[src/rtl/ripple_carry_adder.sv]
// ripple_carry_adder: W-bit ripple-carry adder with registered sum, carry-out and signed overflow
module ripple_carry_adder #(
  parameter int W = 4
) (
  input  logic         clk,
  input  logic         rst,
  input  logic [W-1:0] a,
  input  logic [W-1:0] b,
  input  logic         ci,
  output logic [W-1:0] s,
  output logic         co,
  output logic         ov
);
  logic [W:0]   c;
  logic [W-1:0] sum;
  // one full-adder cell per bit; the carry is evaluated cell by cell in bit order
  always_comb begin
    c = {{W{1'b0}}, ci};
    sum = '0;
    for (int i = 0; i < W; i++) begin
      sum[i] = a[i] ^ b[i] ^ c[i];
      c[i+1] = (a[i] & b[i]) | (c[i] & (a[i] ^ b[i]));
    end
  end
  always_ff @(posedge clk) begin
    s <= rst ? '0 : sum;
    co <= rst ? 1'b0 : c[W];
    ov <= rst ? 1'b0 : c[W] ^ c[W-1];
  end
endmodule

[config.mk]
export PLATFORM = sky130hd
export DESIGN_NAME = ripple_carry_adder
export DESIGN_NICKNAME = d
export VERILOG_FILES = /design/src/rtl/ripple_carry_adder.sv
export SDC_FILE = /design/constraint.sdc
export NUM_CORES = 1
export LEC_CHECK = 0
export ABC_AREA = 1
export BUFFER_PORTS_ARGS = -buffer_cell sky130_fd_sc_hd__buf_4
export CAP_MARGIN = 5
export CORE_AREA = 2 2 39 41
export DETAILED_ROUTE_END_ITERATION = 12
export DIE_AREA = 0 0 41 43
export SYNTH_ARGS = -nofsm -noshare
export SYNTH_HDL_FRONTEND = slang
export SYNTH_SLANG_ARGS = --single-unit
[constraint.sdc]
create_clock -name clk -period 1.8 [get_ports clk]
set_input_delay 0.09 -clock clk [delete_from_list [all_inputs] [get_ports clk]]
set_output_delay 0.09 -clock clk [all_outputs]
set_load 0.005 [all_outputs]
==> flow_metrics.env <==
export IMPL_place_congestion=0.626
export IMPL_globalRoute_totalOverflow=0
export IMPL_path_class="primary input to register"
export IMPL_synthDistinctLibCells=6
export IMPL_syn_area_um2=272
export IMPL_avgSynthCellArea_um2=9.36
export IMPL_hold_path_class="primary input to register"
export IMPL_peakVddDrop_mv=0.175
export IMPL_maxCapViolCount=0
export IMPL_fin_nets=66
export IMPL_routedWlPerCell_um=6.23
export IMPL_end_kind="register"
export IMPL_crit_start="a[0]"
export IMPL_ys_seq_elements=6
export IMPL_wirelength_um=405
export IMPL_hpwl_um=367
export IMPL_fmaxAchievable_mhz=607
export IMPL_hold_buffers=0
export IMPL_placed_area_um2=419
export IMPL_postCtsSetupBuffers=0
export IMPL_rsz0062_at_grt="no"
export IMPL_grtUsageTotal_pct=6.07
export IMPL_first_iter_violations=0
export IMPL_synthCells=29
export IMPL_p_leak_nw=0.248
export IMPL_cts_tree="yes"
export IMPL_n_antenna_cell=0
export IMPL_hold_start="rst"
export IMPL_num_vias=212
export IMPL_hold_path_depth=2
export IMPL_numCtsBuffers=3
export IMPL_drive_gt1_share_pct=42.9
export IMPL_status="finished clean"
export IMPL_path_clk_slew_ns=0.04
export IMPL_p_sw_share_pct=22.4
export IMPL_worstMarginPinSlew_ns=0.113
export IMPL_placement_io_buffers=16
export IMPL_power_uw=350
export IMPL_final_area_um2=442
export IMPL_die_w_um=41
export IMPL_die_h_um=43
export IMPL_clockBufferDepth=2
export IMPL_grt_pass1_vias=207
export IMPL_synth_nets=44
export IMPL_antenna_found_initial=0
export IMPL_cts_resized=0
export IMPL_grt_max_degree=7
export IMPL_finalCritPeriodShare_pct=91.5
export IMPL_p_seq_share_pct=43.4
export IMPL_area_growth_synth_to_final_pct=62.7
export IMPL_clock_sinks=6
export IMPL_cp_required_ns=1.98
export IMPL_synth_seq_area_share_pct=44.2
export IMPL_switching_power_uw=78.5
export IMPL_first_pass_iters=1
export IMPL_min_period_ns=1.65
export IMPL_ff_latch_area_um2=120
export IMPL_worstPathArrival_ns=1.83
export IMPL_drc=0
export IMPL_comb_power_share_pct=22.8
export IMPL_crit_path_start_kind="primary input"
export IMPL_multi_input_area_um2=114
export IMPL_finalWorstSetupSlack_ns=0.153
export IMPL_slew_violations=0
export IMPL_fillCellCount=151
export IMPL_slew_headroom_pct=92.5
export IMPL_die_area_um2=1760
export IMPL_grt_pass1_wl_um=669
export IMPL_viasPerCell=3.26
export IMPL_cts_htree_levels=1
export IMPL_pwr_share_clk_pct=33.8
export IMPL_power_density_nw_per_um2=793
export IMPL_ant_nets=0
export IMPL_core_area_um2=1380
export IMPL_hold_viol=0
export IMPL_finalSetupViolations=0
export IMPL_p_int_uw=272
export IMPL_critPathMaxFanout=2
export IMPL_fin_setup_tns_ns=0
export IMPL_pin_count=17
export IMPL_root_buffer="clkbuf_4"
export IMPL_start_util_pct=19.6
export IMPL_place_ws_ns=-0.103
export IMPL_ys_warn_count=0
export IMPL_std_cell_rows=14
## layout make-up
class,instances,share of cell area [%]
clock buffer,3,5.10
inverter,10,8.50
multi-input combinational,13,25.8
sequential,6,27.2
tap,16,4.53
timing repair buffer,17,28.9
## logic make-up (layout without fill, tap and decap cells)
logic type    after synthesis  count (layout)  share of synthesized area [%]
simple gates                9               9                           12.4
buf+inv                    10              30                           13.8
flops                       6               6                           44.2
fa+ha+maj                   4               4                           29.5
## power groups by stage
stage,registers [mW],clock network [mW],logic [mW]
finish,0.152,0.118,0.0800
global route,0.153,0.128,0.0944
CTS,0.152,0.124,0.0820
detailed placement,0.154,0,0.0816
global placement,0.154,0,0.0806
floorplan,0.157,0,0.0297
## per-layer routing
layer,wire length (um),global-route usage [%]
met5,0,0
met2,205,9.06
met4,15,10.0
met3,45,0.524
met1,138,4.95
## stage by stage
step | hold slack (ns) | util, % | instances
3_5_place_dp | 0.299 | 30.3 | 62
4_1_cts | 0.0439 | 31.9 | 65
5_1_grt | 0.0567 | 31.9 | 65
6_report | 0.0492 | 31.9 | 65
3_3_place_gp | 0.298 | 30.3 | 62
2_1_floorplan | 0.157 | - | 29
## registers in the layout, indices dropped and copies added (netlist names)
signal and cells:
ov 1, co 1, s 4
## path summary, 6_finish.rpt
path                          end  slack, ns
setup / recovery  s[3]$_SDFF_PP0_       0.15
hold / removal    s[1]$_SDFF_PP0_       0.05
## cell usage in the layout (no fill, tap or decap)
cell,n
buf_4,17
clkbuf_4,3
dfxtp_1,6
fa_1,4
inv_1,9
inv_2,1
nand2_1,2
nor2_1,7
## critical path: stages
cell    delay, ns
buf_4        0.11
fa_1         0.40
inv_1        0.07
fa_1         0.15
inv_1        0.04
fa_1         0.35
inv_1        0.09
fa_1         0.41
nor2_1       0.10
## synthesized netlist by cell type (all sizes together)
| cell type | n | area share, % |
|---|---|---|
| inv | 10 | 14 |
| nor2 | 7 | 9.7 |
| dfxtp | 6 | 44 |
| fa | 4 | 29 |
| nand2 | 2 | 2.8 |
(Power assumes the default switching activity.)
